===== config.mk =====
export PLATFORM = sky130hd
export DESIGN_NAME = serial_acc_flat
export DESIGN_NICKNAME = d
export VERILOG_FILES = /design/src/rtl/serial_acc_if.sv /design/src/rtl/serial_acc.sv /design/src/flat_wrapper.sv
export SDC_FILE = /design/constraint.sdc
export NUM_CORES = 1
export LEC_CHECK = 0
export CAP_MARGIN = 40
export CORE_UTILIZATION = 45
export DETAILED_ROUTE_END_ITERATION = 12
export PLACE_DENSITY = 0.81
export RECOVER_POWER = 25
export SLEW_MARGIN = 20
export SYNTH_ARGS = -nofsm -noshare
export SYNTH_HDL_FRONTEND = slang
export SYNTH_SLANG_ARGS = --single-unit

===== constraint.sdc =====
create_clock -name clk -period 3.9 [get_ports clk]
set_input_delay 0.975 -clock clk [delete_from_list [all_inputs] [get_ports clk]]
set_output_delay 0.975 -clock clk [all_outputs]
set_load 0.05 [all_outputs]

===== src/rtl/serial_acc_if.sv =====
// serial_acc_if: product input and result output handshake bundle for serial_acc
interface serial_acc_if #(
    parameter int width = 8,
    parameter int GUARD = 2
);
    localparam int W     = 2 * width;
    localparam int ACC_W = W + GUARD;
    logic signed [W-1:0]     d_in;
    logic                    d_in_vld;
    logic                    d_in_rdy;
    logic                    acc_clr;
    logic signed [ACC_W-1:0] d_out;
    logic signed [W-1:0]     d_out_sat;
    logic                    d_out_ovf;
    logic                    d_out_vld;
    logic                    d_out_rdy;
    modport master (
        output d_in, d_in_vld, acc_clr, d_out_rdy,
        input  d_in_rdy, d_out, d_out_sat, d_out_ovf, d_out_vld
    );
    modport slave (
        input  d_in, d_in_vld, acc_clr, d_out_rdy,
        output d_in_rdy, d_out, d_out_sat, d_out_ovf, d_out_vld
    );
endinterface


===== src/rtl/serial_acc.sv =====
// serial_acc: sums groups of LEN signed products and presents full-precision and saturated results
module serial_acc #(
    parameter int width = 8,
    parameter int LEN   = 4,
    parameter int GUARD = 2
) (
    input logic        clk,
    input logic        asyn_reset,
    serial_acc_if.slave bus
);
    localparam int W     = 2 * width;
    localparam int ACC_W = W + GUARD;
    localparam int CW    = $clog2(LEN);
    typedef enum logic {ACC, HOLD} state_t;
    state_t                  state_q, state_d;
    logic [CW-1:0]           cnt_q, cnt_d;
    logic signed [ACC_W-1:0] acc_q, acc_d, d_out_q, d_out_d, sum;
    logic signed [W-1:0]     sat_q, sat_d, sat;
    logic                    ovf_q, ovf_d, ovf;
    logic                    in_rdy, accept, transfer, last;
    logic [GUARD:0]          top;
    // state register plus datapath flops
    always_ff @(posedge clk) begin
        if (asyn_reset) begin
            state_q <= ACC;
            cnt_q   <= '0;
            acc_q   <= '0;
            d_out_q <= '0;
            sat_q   <= '0;
            ovf_q   <= 1'b0;
        end else begin
            state_q <= state_d;
            cnt_q   <= cnt_d;
            acc_q   <= acc_d;
            d_out_q <= d_out_d;
            sat_q   <= sat_d;
            ovf_q   <= ovf_d;
        end
    end
    // handshake decode, running sum and clamp of the candidate result
    always_comb begin
        in_rdy   = state_q == ACC && !bus.acc_clr;
        accept   = bus.d_in_vld && in_rdy;
        transfer = state_q == HOLD && bus.d_out_rdy;
        last     = cnt_q == CW'(LEN - 1);
        sum      = (cnt_q == '0 ? '0 : acc_q) + {{GUARD{bus.d_in[W-1]}}, bus.d_in};
        top      = sum[ACC_W-1:W-1];
        ovf      = !(&top || !(|top));
        sat      = ovf ? {sum[ACC_W-1], {(W-1){~sum[ACC_W-1]}}} : sum[W-1:0];
    end
    // next state: last accept forms a result, transfer releases it
    always_comb begin
        state_d = state_q;
        if (state_q == ACC && accept && last)
            state_d = HOLD;
        else if (transfer)
            state_d = ACC;
    end
    // next datapath values; abort only acts while collecting
    always_comb begin
        cnt_d   = accept ? (last ? '0 : cnt_q + 1'b1) : cnt_q;
        acc_d   = accept ? sum : acc_q;
        d_out_d = accept && last ? sum : d_out_q;
        sat_d   = accept && last ? sat : sat_q;
        ovf_d   = accept && last ? ovf : ovf_q;
        if (state_q == ACC && bus.acc_clr) begin
            cnt_d = '0;
            acc_d = '0;
        end
    end
    // outputs
    always_comb begin
        bus.d_in_rdy  = in_rdy;
        bus.d_out_vld = state_q == HOLD;
        bus.d_out     = d_out_q;
        bus.d_out_sat = sat_q;
        bus.d_out_ovf = ovf_q;
    end
endmodule


===== src/flat_wrapper.sv =====
// flat-port wrapper written by rule: the top's interface ports become plain ports
module serial_acc_flat 
#(
    parameter int width = 8,
    parameter int LEN   = 4,
    parameter int GUARD = 2
)
  (clk, asyn_reset, bus_d_in, bus_d_in_vld, bus_acc_clr, bus_d_out_rdy, bus_d_in_rdy, bus_d_out, bus_d_out_sat, bus_d_out_ovf, bus_d_out_vld);
  serial_acc_if #(.width(width), .GUARD(GUARD)) bus_i ();
  input logic clk;
  input logic asyn_reset;
  input wire logic [$bits(bus_i.d_in)-1:0] bus_d_in;
  input wire logic [$bits(bus_i.d_in_vld)-1:0] bus_d_in_vld;
  input wire logic [$bits(bus_i.acc_clr)-1:0] bus_acc_clr;
  input wire logic [$bits(bus_i.d_out_rdy)-1:0] bus_d_out_rdy;
  output wire logic [$bits(bus_i.d_in_rdy)-1:0] bus_d_in_rdy;
  output wire logic [$bits(bus_i.d_out)-1:0] bus_d_out;
  output wire logic [$bits(bus_i.d_out_sat)-1:0] bus_d_out_sat;
  output wire logic [$bits(bus_i.d_out_ovf)-1:0] bus_d_out_ovf;
  output wire logic [$bits(bus_i.d_out_vld)-1:0] bus_d_out_vld;
  assign bus_i.d_in = bus_d_in;
  assign bus_i.d_in_vld = bus_d_in_vld;
  assign bus_i.acc_clr = bus_acc_clr;
  assign bus_i.d_out_rdy = bus_d_out_rdy;
  assign bus_d_in_rdy = bus_i.d_in_rdy;
  assign bus_d_out = bus_i.d_out;
  assign bus_d_out_sat = bus_i.d_out_sat;
  assign bus_d_out_ovf = bus_i.d_out_ovf;
  assign bus_d_out_vld = bus_i.d_out_vld;
  serial_acc #(.width(width), .LEN(LEN), .GUARD(GUARD)) u_core (.clk(clk), .asyn_reset(asyn_reset), .bus(bus_i));
endmodule

==> impl_summary.log, run 1 <==
INFO  metric max-vdd-ir-drop = 0.000143 V
INFO  metric tritoncts = built
INFO  metric synth_nets = 406
INFO  metric max-clock-path-buffers = 2
INFO  metric p_per_area = 273 nW/um2
INFO  metric synth_edf_count = 0
INFO  metric filler_cell_count = 602
INFO  metric routedWlPerCell = 15.3 um
INFO  metric ff_latch_area = 1120 um2
INFO  metric pin_count_of_the_biggest_net_entering_global_routing = 26
INFO  metric drive_gt1_frac = 0.0628
INFO  metric wirelength = 7.76 mm
INFO  metric cts.sink_count = 56
INFO  metric fmax = 0.275 GHz
INFO  metric final_max_slew_viol_count = 0
INFO  metric cp-end-kind = flop
INFO  metric destination_of_the_worst_hold_path = u_core.bus.d_out[9]$_SDFFE_PP0P_
INFO  metric clock_slew_at_reported_path_ffs = 0.10 ns
INFO  metric placement.io_buffers = 57
INFO  metric height_of_the_die = 83.9 um
INFO  metric cts.root.buffer_cell = sky130_fd_sc_hd__clkbuf_8
INFO  metric floorplan.core_area = 6420 um2
INFO  metric grt_ovf = 0
INFO  metric holdPathStages = 2
INFO  metric route.detailed.drc = 12
INFO  metric fin_nets = 470
INFO  metric worstSetupStartpoint = bus_d_in[1]
INFO  metric antennaDiodeCount = 0
INFO  metric yosys.cell_count.top_type = sky130_fd_sc_hd__nand2_1
INFO  metric post_synthesis_sequential_area_ratio = 0.372
INFO  metric pre_cts_setup_slack = -0.0565 ns
INFO  metric ios = 58
INFO  metric failed_checks = DRC
INFO  metric skew = 0.00583 ns
INFO  metric antenna_found_initial = 0
INFO  metric start_kind = primary input
INFO  metric die_width = 83.9 um
INFO  metric fp.dieArea = 7030 um2
INFO  metric reg2reg_depth = 13
INFO  metric placement_rows = 29
INFO  metric synth_largest_area_cell = sky130_fd_sc_hd__dfxtp_1
INFO  metric rrSetupSlack = 0.34 ns
INFO  metric netlist_area_pre_place = 3020 um2
INFO  metric critPathRequiredTime = 4.11 ns
INFO  metric final_core_utilization = 0.595
INFO  metric power.leakage = 1.61 nW
INFO  metric ctsHoldBuffers = 0
INFO  metric multiInputGateArea = 1780 um2
INFO  metric post_synth_num_cell_types = 47
INFO  metric grt_pass1_wl = 12.7 mm
INFO  metric half_perimeter_wire_length_after_detailed_placement = 5.88 mm
INFO  metric worst_hold_startpoint = u_core.bus.d_out[9]$_SDFFE_PP0P_
INFO  metric detailedRoute.firstIterationViolations = 188
INFO  metric synthesis.yosys.warnings = 0
INFO  metric run_status = finished, violations left
INFO  metric area_contributors_post_synth = sky130_fd_sc_hd__dfxtp_1, sky130_fd_sc_hd__nand2_1, sky130_fd_sc_hd__ha_1
INFO  metric timing.max_slew.rel_slack = 0.336
INFO  metric route.detailed.vias_per_inst = 5.55
INFO  metric initial_core_util = 0.470
INFO  metric synthesis.area_per_instance = 8.26 um2
INFO  metric synth.ff_latch_count = 56
INFO  metric regToRegEndpoint = u_core.bus.d_out_sat[5]$_SDFFE_PP0P_
INFO  metric area_delta_synth_final = 26.7%
INFO  metric layout_min_cycle_time = 3.64 ns
INFO  metric drt_first_pass_iters = 9
INFO  metric gp_routability_congestion = 0.919
INFO  metric number_of_endpoints_with_negative_hold_slack_in_the_final_report = 0
INFO  metric path_max_fanout = 13
INFO  metric holdCritPathClass = reg -> reg
INFO  metric ys_async_sr_fraction = 0
INFO  metric via_count_of_the_first_global_routing_pass = 2659
INFO  metric total_negative_setup_slacks = 0 ns
INFO  metric cts_htree_levels = 2
INFO  metric timing.critical_path.arrival = 3.84 ns
INFO  metric post-layout-total-power = 1.04 mW
INFO  metric yosys-top-cells-count = sky130_fd_sc_hd__nand2_1, sky130_fd_sc_hd__dfxtp_1, sky130_fd_sc_hd__a21oi_1, sky130_fd_sc_hd__nor2_1, sky130_fd_sc_hd__ha_1
INFO  metric antenna_violating_nets_post_route = 0
INFO  metric finalSetupViolations = 0
INFO  metric worst-slew-pin-transition = 0.996 ns
INFO  metric clk_latency = 0.31 ns
INFO  metric ys.flop_type = sky130_fd_sc_hd__dfxtp_1
INFO  metric route.vias.total = 2815
INFO  metric regToRegStartpoint = u_core.cnt_q[0]$_SDFFE_PP0P_
INFO  metric global_route.usage.total = 0.226
INFO  metric grt_setup_unrepaired = no
INFO  metric maxCapViolations = 0
INFO  metric min_period_over_period = 0.932
INFO  metric synthCells = 365
INFO  metric netlist.area_leader.share = 0.372
INFO  metric path_class = in -> reg
INFO  metric layout_setup_ws = 0.264 ns
INFO  metric cts_buffers = 5
-- how the worst max path moves through the flow --
stage	slack, ns	endpoint	depth (start not counted)
detailed placement	-0.06	u_core.bus.d_out_sat[5]$_SDFFE_PP0P_	10
global placement	0.04	u_core.bus.d_out_sat[9]$_SDFFE_PP0P_	10
global route	0.04	u_core.bus.d_out_sat[11]$_SDFFE_PP0P_	13
finish	0.26	u_core.bus.d_out_sat[5]$_SDFFE_PP0P_	10
floorplan	0.55	u_core.bus.d_out_sat[10]$_SDFFE_PP0P_	9
CTS	0.20	u_core.bus.d_out_sat[13]$_SDFFE_PP0P_	13
-- cell type report --
| class | instances | area share |
|---|---|---|
| flip-flops and latches | 56 | 0.293 |
| clock buffers | 5 | 0.0180 |
| clock inverters | 3 | 0.00688 |
| repair buffers | 73 | 0.178 |
| well taps | 77 | 0.0252 |
| multi-input cells | 280 | 0.466 |
| inverters | 13 | 0.0128 |
-- critical path: stages --
cell and delay (ns):
sky130_fd_sc_hd__clkdlybuf4s50_1 0.42, sky130_fd_sc_hd__ha_1 0.32, sky130_fd_sc_hd__a211oi_1 0.30, sky130_fd_sc_hd__nor2_1 0.11
sky130_fd_sc_hd__o41a_1 0.39, sky130_fd_sc_hd__a211oi_2 0.29, sky130_fd_sc_hd__xnor2_1 0.23, sky130_fd_sc_hd__a31oi_1 0.17
sky130_fd_sc_hd__and2_1 0.32, sky130_fd_sc_hd__a221o_1 0.32
-- placed cells by master (no fill, tap or decap), drive strengths merged, types with 14 or more instances in the layout --
cell type	synthesis	final
ha	19	19
dfxtp	56	56
nand2	68	68
a21oi	42	42
nor2	26	26
clkdlybuf4s50	0	40
inv	13	14
dlygate4sd3	0	17
-- metal layers --
layer	global-route usage	wire length, um	vias to the layer above
met1	0.287	3580	1320
met4	0.0596	114	0
met3	0.0346	337	9
met5	0	0	-
li1	-	-	1412
met2	0.398	3730	74
-- power breakdown --
part	internal [mW]	switching (mW)	total [mW]
sequential	0.576	0.00245	0.579
combinational	0.0548	0.0729	0.128
clock	0.131	0.206	0.337
-- cells by family after synthesis --
kind of cell / Yosys count / share of synthesized area
XOR/XNOR: 14 / 0.0432
AO/OA/AOI/OAI: 103 / 0.240
flip-flops: 56 / 0.372
multiplexers: 2 / 0.00664
adder cells (fa/ha/maj): 20 / 0.0855
AND/OR/NAND/NOR: 141 / 0.214
buffers and inverters: 29 / 0.0390
-- what timing repair did --
item	4_1_cts	5_1_grt
setup endpoints to repair	0	13
setup buffers	0	0
gates resized for setup	0	1
-- flip-flops by register name (all words and copies together), names as in the netlist --
register and cells:
u_core.acc_q 18, u_core.bus.d_out 18, u_core.bus.d_out_sat 16, u_core.cnt_q 2, u_core.bus.d_out_ovf 1, u_core.bus.d_out_vld 1
-- through the flow --
step,hold slack (ns),cells,cell area (um2)
2_1_floorplan,0.432,365,3020
3_3_place_gp,0.437,498,3730
3_5_place_dp,0.442,498,3730
4_1_cts,0.457,506,3820
5_1_grt,0.476,507,3820
6_report,0.455,507,3820
Note: power is estimated with default switching activity, not from simulation.
==> inputs of run 2 (changes only) <==
- GPL_ROUTABILITY_DRIVEN: unset -> 0
==> impl_summary.log, run 2 (same netlist as run 1, synthesis figures left out) <==
INFO  metric run_status = finished, violations left
INFO  metric failed_checks = DRC
INFO  metric layout_min_cycle_time = 3.64 ns (+0.00321 ns)
INFO  metric start_kind = primary input
INFO  metric grt_setup_unrepaired = no
INFO  metric switching_power = 277 uW (-1.6%)
INFO  metric p_comb_frac = 0.121 (about the same)
INFO  metric postLayoutCellArea = 3790 um2 (-0.82%)
INFO  metric cp-end-kind = flop
INFO  metric final_max_slew_viol_count = 0 (unchanged)
INFO  metric route.detailed.drc = 12 (unchanged)
INFO  metric detailedRoute.firstIterationViolations = 185 (-1.6%)
INFO  metric height_of_the_die = 83.9 um (unchanged)
INFO  metric p_per_area = 273 nW/um2 (about the same)
INFO  metric drt_first_pass_iters = 8 (-1)
INFO  metric cts_buffers = 5 (unchanged)
INFO  metric tritoncts = built
INFO  metric power.leakage = 1.59 nW (-1.2%)
INFO  metric skew = 0.0134 ns (+0.00759 ns)
INFO  metric kind_of_cell_adding_the_most_delay_to_the_critical_path = compound AO/OA/AOI/OAI gates
INFO  metric destination_of_the_worst_hold_path = u_core.acc_q[9]$_SDFFE_PP0P_
INFO  metric timing.critical_path.cells = clkdlybuf4s50_1, ha_1, inv_1, fa_1, nand2b_1, a21oi_1, o21ai_0, o211a_1, mux2i_1, a31oi_1, and2_1, a221o_1
INFO  metric antennaDiodeCount = 0 (unchanged)
INFO  metric global_route.usage.total = 0.228 (+0.00226)
INFO  metric cts_htree_levels = 2 (unchanged)
INFO  metric holdPathStages = 2 (unchanged)
INFO  metric cts.sink_count = 56 (unchanged)
INFO  metric worst_hold_startpoint = u_core.acc_q[9]$_SDFFE_PP0P_
INFO  metric finalSetupViolations = 0 (unchanged)
INFO  metric regToRegEndpoint = u_core.bus.d_out_sat[13]$_SDFFE_PP0P_
INFO  metric clock_slew_at_reported_path_ffs = 0.11 ns (about the same)
INFO  metric worstSetupPathDepth = 12 (+2)
INFO  metric reg2reg_depth = 13 (unchanged)
INFO  metric route.vias.total = 2828 (+0.46%)
INFO  metric timing.max_slew.rel_slack = 0.309 (-0.0271)
INFO  metric multiInputGateArea = 1780 um2 (unchanged)
INFO  metric fin_nets = 466 (-0.85%)
INFO  metric clk_latency = 0.32 ns (about the same)
INFO  metric seqPwrFrac = 0.560 (+0.005)
INFO  metric ios = 58 (unchanged)
INFO  metric regToRegStartpoint = u_core.cnt_q[0]$_SDFFE_PP0P_
INFO  metric antenna_found_initial = 0 (unchanged)
INFO  metric maxCapViolations = 0 (unchanged)
INFO  metric postPlaceCellArea = 3700 um2 (-0.60%)
INFO  metric critPathRequiredTime = 4.11 ns (about the same)
INFO  metric placement.io_buffers = 57 (unchanged)
INFO  metric max_stage_delay = 0.46 ns (+0.04 ns)
INFO  metric critical_path_s_slowest_cell = sky130_fd_sc_hd__clkdlybuf4s50_1
INFO  metric floorplan.core_area = 6420 um2 (unchanged)
INFO  metric cts.root.buffer_cell = sky130_fd_sc_hd__clkbuf_8
INFO  metric int_pwr = 758 uW (-0.61%)
INFO  metric max-vdd-ir-drop = 0.000197 V (+38%)
INFO  metric switching_share = 0.267 (-0.00200)
INFO  metric antenna_violating_nets_post_route = 0 (unchanged)
INFO  metric initial_core_util = 0.470 (unchanged)
INFO  metric holdCritPathClass = reg -> reg
INFO  metric grt_pass1_wl = 12.8 mm (+1.5%)
INFO  metric via_count_of_the_first_global_routing_pass = 2728 (+2.6%)
INFO  metric route.detailed.vias_per_inst = 5.62 (+1.3%)
INFO  metric min_period_over_period = 0.933 (about the same)
INFO  metric half_perimeter_wire_length_after_detailed_placement = 5.81 mm (-1.3%)
INFO  metric number_of_buffers_and_inverters_on_the_critical_path = 2 (+1)
INFO  metric timing.critical_path.arrival = 3.85 ns (about the same)
INFO  metric grt_ovf = 0 (unchanged)
INFO  metric pin_count_of_the_biggest_net_entering_global_routing = 26 (unchanged)
INFO  metric fp.dieArea = 7030 um2 (unchanged)
INFO  metric drive_gt1_frac = 0.0563 (-0.00645)
INFO  metric number_of_endpoints_with_negative_hold_slack_in_the_final_report = 0 (unchanged)
INFO  metric final_common_cell = sky130_fd_sc_hd__nand2_1
INFO  metric die_width = 83.9 um (unchanged)
INFO  metric layout_setup_ws = 0.261 ns (-0.00321 ns)
INFO  metric routedWlPerCell = 15.2 um (-0.44%)
INFO  metric wirelength = 7.66 mm (-1.2%)
INFO  metric worst-slew-pin-transition = 1.04 ns (+0.0406 ns)
INFO  metric max-clock-path-buffers = 2 (unchanged)
INFO  metric path_class = in -> reg
INFO  metric path_max_fanout = 13 (unchanged)
INFO  metric placement_rows = 29 (unchanged)
INFO  metric filler_cell_count = 575 (-4.5%)
INFO  metric pre_cts_setup_slack = -0.0759 ns (-0.0193 ns)
INFO  metric fmax = 0.275 GHz (about the same)
INFO  metric area_delta_synth_final = 25.6%
INFO  metric rrSetupSlack = 0.34 ns (about the same)
INFO  metric p_clk_frac = 0.320 (-0.003)
INFO  metric ff_latch_area = 1120 um2 (unchanged)
INFO  metric most-common-layout-cells = sky130_fd_sc_hd__nand2_1, sky130_fd_sc_hd__dfxtp_1, sky130_fd_sc_hd__a21oi_1, sky130_fd_sc_hd__clkdlybuf4s50_1, sky130_fd_sc_hd__nor2_1
[run 2: cell types whose count changed in the layout (fill, tap and decap cells not counted), sizes merged]
cell           change
clkinvlp           -1
dlygate4sd3        -2
clkinv             +1
clkbuf             -1
clkdlybuf4s50      +2
buf                -3
[run 2: per-layer routing]
| metal | up-vias | part of all wire | global-route usage |
|---|---|---|---|
| met5 | - | 0 | 0 |
| met4 | 0 | 0.040 | 0.111 |
| met3 | 23 | 0.056 | 0.0425 |
| met2 | 90 | 0.46 | 0.360 |
| met1 | 1311 | 0.45 | 0.300 |
| li1 | 1404 | - | - |
[run 2: per-stage QoR]
step	hold WS, ns	cells	TNS (ns)	power [mW]	utilization
detailed placement	0.442	495	-0.865	0.715	0.577
floorplan	0.432	365	0	0.664	-
global placement	0.438	495	0	0.712	0.577
global route	0.478	503	0	1.08	0.590
CTS	0.458	503	0	1.04	0.591
finish	0.457	503	0	1.03	0.590
[run 2: timing repair]
| action | 4_1_cts | 5_1_grt |
|---|---|---|
| hold buffers | 0 | 0 |
| setup buffers | 0 | 0 |
| gates resized for setup | 0 | 1 |
| setup endpoints to repair | 0 | 13 |
| endpoints found under the hold margin | 0 | 0 |
[run 2: how the worst max path moves through the flow]
stage,to,from,slack (ns)
5_1_grt,u_core.bus.d_out_sat[14]$_SDFFE_PP0P_,bus_d_in[1],0.02
3_3_place_gp,u_core.bus.d_out_sat[9]$_SDFFE_PP0P_,bus_d_in[1],0.03
6_report,u_core.bus.d_out_sat[13]$_SDFFE_PP0P_,bus_d_in[0],0.26
2_1_floorplan,u_core.bus.d_out_sat[10]$_SDFFE_PP0P_,bus_d_in[14],0.55
3_5_place_dp,u_core.bus.d_out_sat[0]$_SDFFE_PP0P_,bus_d_in[1],-0.08
4_1_cts,u_core.bus.d_out_sat[13]$_SDFFE_PP0P_,u_core.cnt_q[0]$_SDFFE_PP0P_,0.20
[run 2: power by group through the flow]
stage	clock, mW	sequential, mW	combinational [mW]
6_report	0.331	0.579	0.125
5_1_grt	0.359	0.580	0.137
4_1_cts	0.332	0.579	0.124
3_5_place_dp	0	0.592	0.123
3_3_place_gp	0	0.592	0.120
2_1_floorplan	0	0.592	0.0725
[run 2: area by class of cell]
type,count,area share
inverters,13,0.0129
clock buffers,5,0.0182
clock inverters,3,0.00561
multi-input cells,280,0.470
repair buffers,69,0.172
well taps,77,0.0254
flip-flops and latches,56,0.296
[run 2: worst reg2reg max path, stage by stage (launching register included)]
cell and delay [ns]:
sky130_fd_sc_hd__dfxtp_1 0.35, sky130_fd_sc_hd__inv_1 0.07, sky130_fd_sc_hd__ha_2 0.29, sky130_fd_sc_hd__buf_4 0.20, sky130_fd_sc_hd__and2b_1 0.19, sky130_fd_sc_hd__ha_1 0.23, sky130_fd_sc_hd__a211oi_1 0.29, sky130_fd_sc_hd__nor2_1 0.14
sky130_fd_sc_hd__o41a_1 0.40, sky130_fd_sc_hd__a211oi_2 0.29, sky130_fd_sc_hd__xnor2_1 0.21, sky130_fd_sc_hd__a31oi_1 0.16, sky130_fd_sc_hd__and2_1 0.33, sky130_fd_sc_hd__a221o_1 0.32
==> inputs of run 3 (changes only) <==
- CTS_BUF_LIST: unset -> sky130_fd_sc_hd__clkbuf_4 sky130_fd_sc_hd__clkbuf_8
- CTS_CLUSTER_SIZE: unset -> 25
- PLACE_DENSITY: 0.81 -> unset
- PLACE_DENSITY_LB_ADDON: unset -> 0.12
==> impl_summary.log, run 3 (same netlist as run 1, synthesis figures left out) <==
INFO  metric initial_core_util = 0.470 (unchanged)
INFO  metric number_of_endpoints_with_negative_hold_slack_in_the_final_report = 0 (unchanged)
INFO  metric grt_ovf = 0 (unchanged)
INFO  metric seqPwrFrac = 0.507 (-0.053)
INFO  metric fp.dieArea = 7030 um2 (unchanged)
INFO  metric power.leakage = 1.62 nW (+2.3%)
INFO  metric drt_first_pass_iters = 9 (+1)
INFO  metric skew = 0.00839 ns (-0.00502 ns)
INFO  metric drive_gt1_frac = 0.0584 (+0.00207)
INFO  metric layout_min_cycle_time = 3.65 ns (+0.00974 ns)
INFO  metric cts_resized = 0 (unchanged)
INFO  metric fmax = 0.274 GHz (-0.27%)
INFO  metric start_kind = primary input
INFO  metric filler_cell_count = 600 (+4.3%)
INFO  metric route.detailed.drc = 8 (-4)
INFO  metric ios = 58 (unchanged)
INFO  metric ff_latch_area = 1120 um2 (unchanged)
INFO  metric max-clock-path-buffers = 2 (unchanged)
INFO  metric holdCritPathClass = reg -> reg
INFO  metric cts_htree_levels = 2 (unchanged)
INFO  metric antennaDiodeCount = 0 (unchanged)
INFO  metric route.detailed.vias_per_inst = 5.48 (-2.6%)
INFO  metric grt_pass1_wl = 12.6 mm (-1.5%)
INFO  metric cts_setup_buffers = 0 (unchanged)
INFO  metric max-vdd-ir-drop = 0.000193 V (-2.3%)
INFO  metric pin_count_of_the_biggest_net_entering_global_routing = 26 (unchanged)
INFO  metric cts.sink_count = 56 (unchanged)
INFO  metric min_period_over_period = 0.936 (+0.00250)
INFO  metric int_pwr = 884 uW (+17%)
INFO  metric clock_slew_at_reported_path_ffs = 0.09 ns (-0.02 ns)
INFO  metric half_perimeter_wire_length_after_detailed_placement = 5.71 mm (-1.6%)
INFO  metric area_delta_synth_final = 27.6%
INFO  metric failed_checks = DRC
INFO  metric die_width = 83.9 um (unchanged)
INFO  metric routedWlPerCell = 15.0 um (-1.7%)
INFO  metric switching_share = 0.226 (-0.0414)
INFO  metric worst-slew-pin-transition = 1.01 ns (-0.0281 ns)
INFO  metric wirelength = 7.56 mm (-1.3%)
INFO  metric fin_nets = 469 (+0.64%)
INFO  metric floorplan.core_area = 6420 um2 (unchanged)
INFO  metric placement.io_buffers = 57 (unchanged)
INFO  metric tritoncts = built
INFO  metric path_max_fanout = 13 (unchanged)
INFO  metric detailedRoute.firstIterationViolations = 122 (-34%)
INFO  metric cts_buffers = 5 (unchanged)
INFO  metric run_status = finished, violations left
INFO  metric route.vias.total = 2765 (-2.2%)
INFO  metric p_clk_frac = 0.382 (+0.062)
INFO  metric final_max_slew_viol_count = 0 (unchanged)
INFO  metric placement_rows = 29 (unchanged)
INFO  metric antenna_violating_nets_post_route = 0 (unchanged)
INFO  metric post-layout-total-power = 1.14 mW (+10%)
INFO  metric multiInputGateArea = 1780 um2 (unchanged)
INFO  metric most-common-layout-cells = sky130_fd_sc_hd__nand2_1, sky130_fd_sc_hd__dfxtp_1, sky130_fd_sc_hd__a21oi_1, sky130_fd_sc_hd__clkdlybuf4s50_1, sky130_fd_sc_hd__nor2_1
INFO  metric cp-end-kind = flop
INFO  metric p_comb_frac = 0.111 (-0.010)
INFO  metric timing.max_slew.rel_slack = 0.328 (+0.0187)
INFO  metric finalSetupViolations = 0 (unchanged)
INFO  metric p_per_area = 297 nW/um2 (+8.7%)
INFO  metric via_count_of_the_first_global_routing_pass = 2553 (-6.4%)
INFO  metric maxCapViolations = 0 (unchanged)
INFO  metric critPathRequiredTime = 4.09 ns (-0.02 ns)
INFO  metric cts.root.buffer_cell = sky130_fd_sc_hd__clkbuf_8
INFO  metric final_common_cell = sky130_fd_sc_hd__nand2_1
INFO  metric path_class = in -> reg
INFO  metric grt_setup_unrepaired = no
INFO  metric global_route.usage.total = 0.224 (-0.00380)
INFO  metric postPlaceCellArea = 3720 um2 (+0.41%)
INFO  metric timing.critical_path.arrival = 3.84 ns (about the same)
INFO  metric clk_latency = 0.31 ns (about the same)
INFO  metric antenna_found_initial = 0 (unchanged)
INFO  metric switching_power = 258 uW (-6.7%)
INFO  metric height_of_the_die = 83.9 um (unchanged)
INFO  metric ctsHoldBuffers = 0 (unchanged)
INFO  metric postLayoutCellArea = 3850 um2 (+1.5%)
run 3: changes by cell type in the layout (fill, tap and decap cells not counted), moves of 2 or more:
cell	previous run	this run
sky130_fd_sc_hd__bufinv_16	0	2
sky130_fd_sc_hd__dlygate4sd3_1	15	17
sky130_fd_sc_hd__buf_4	10	12
sky130_fd_sc_hd__clkdlybuf4s50_1	42	40
run 3: through the flow:
step                TNS [ns]  setup WS, ns  std cells   util  hold WS [ns]
global route               0         0.107        505  0.599         0.474
detailed placement    -0.410       -0.0371        497  0.579         0.444
floorplan                  0         0.555        365      -         0.432
CTS                        0         0.180        504  0.599         0.458
global placement           0        0.0688        497  0.579         0.437
finish                     0         0.251        505  0.599         0.455
run 3: worst paths after layout:
check                                              end  slack, ns                          start  cells after the start
setup / recovery  u_core.bus.d_out_sat[1]$_SDFFE_PP0P_       0.25                    bus_d_in[6]                      9
hold / removal           u_core.acc_q[13]$_SDFFE_PP0P_       0.45  u_core.acc_q[13]$_SDFFE_PP0P_                      2
setup reg to reg  u_core.bus.d_out_sat[1]$_SDFFE_PP0P_       0.36   u_core.cnt_q[0]$_SDFFE_PP0P_                     11
hold reg to reg          u_core.acc_q[13]$_SDFFE_PP0P_       0.45  u_core.acc_q[13]$_SDFFE_PP0P_                      2
run 3: power groups by stage:
| stage | clock, mW | combinational, mW | sequential [mW] |
|---|---|---|---|
| finish | 0.436 | 0.127 | 0.579 |
| global route | 0.471 | 0.139 | 0.580 |
| CTS | 0.446 | 0.126 | 0.579 |
| detailed placement | 0 | 0.126 | 0.592 |
| global placement | 0 | 0.125 | 0.592 |
| floorplan | 0 | 0.0725 | 0.592 |
run 3: per-layer routing:
layer	up-vias	share of wire	global-route usage	routed length [um]
met5	-	0	0	0
met4	0	0.023	0.0721	172
met3	14	0.040	0.0317	299
met2	60	0.45	0.363	3400
met1	1283	0.49	0.309	3680
li1	1408	-	-	-
run 3: critical path, stage by stage:
cell and delay (ns):
sky130_fd_sc_hd__clkdlybuf4s50_1 0.42, sky130_fd_sc_hd__ha_1 0.39, sky130_fd_sc_hd__a21o_1 0.24, sky130_fd_sc_hd__o41a_1 0.46, sky130_fd_sc_hd__a211oi_2 0.31, sky130_fd_sc_hd__xnor2_1 0.22, sky130_fd_sc_hd__a31oi_1 0.17, sky130_fd_sc_hd__and2_1 0.34
sky130_fd_sc_hd__a221o_1 0.32
run 3: final cells by class:
| type | count | share of cell area |
|---|---|---|
| Sequential cell | 56 | 0.291 |
| Clock buffer | 5 | 0.0179 |
| Clock inverter | 2 | 0.0156 |
| Timing Repair Buffer | 72 | 0.175 |
| Tap cell | 77 | 0.0250 |
| Multi-Input combinational cell | 280 | 0.463 |
| Inverter | 13 | 0.0127 |
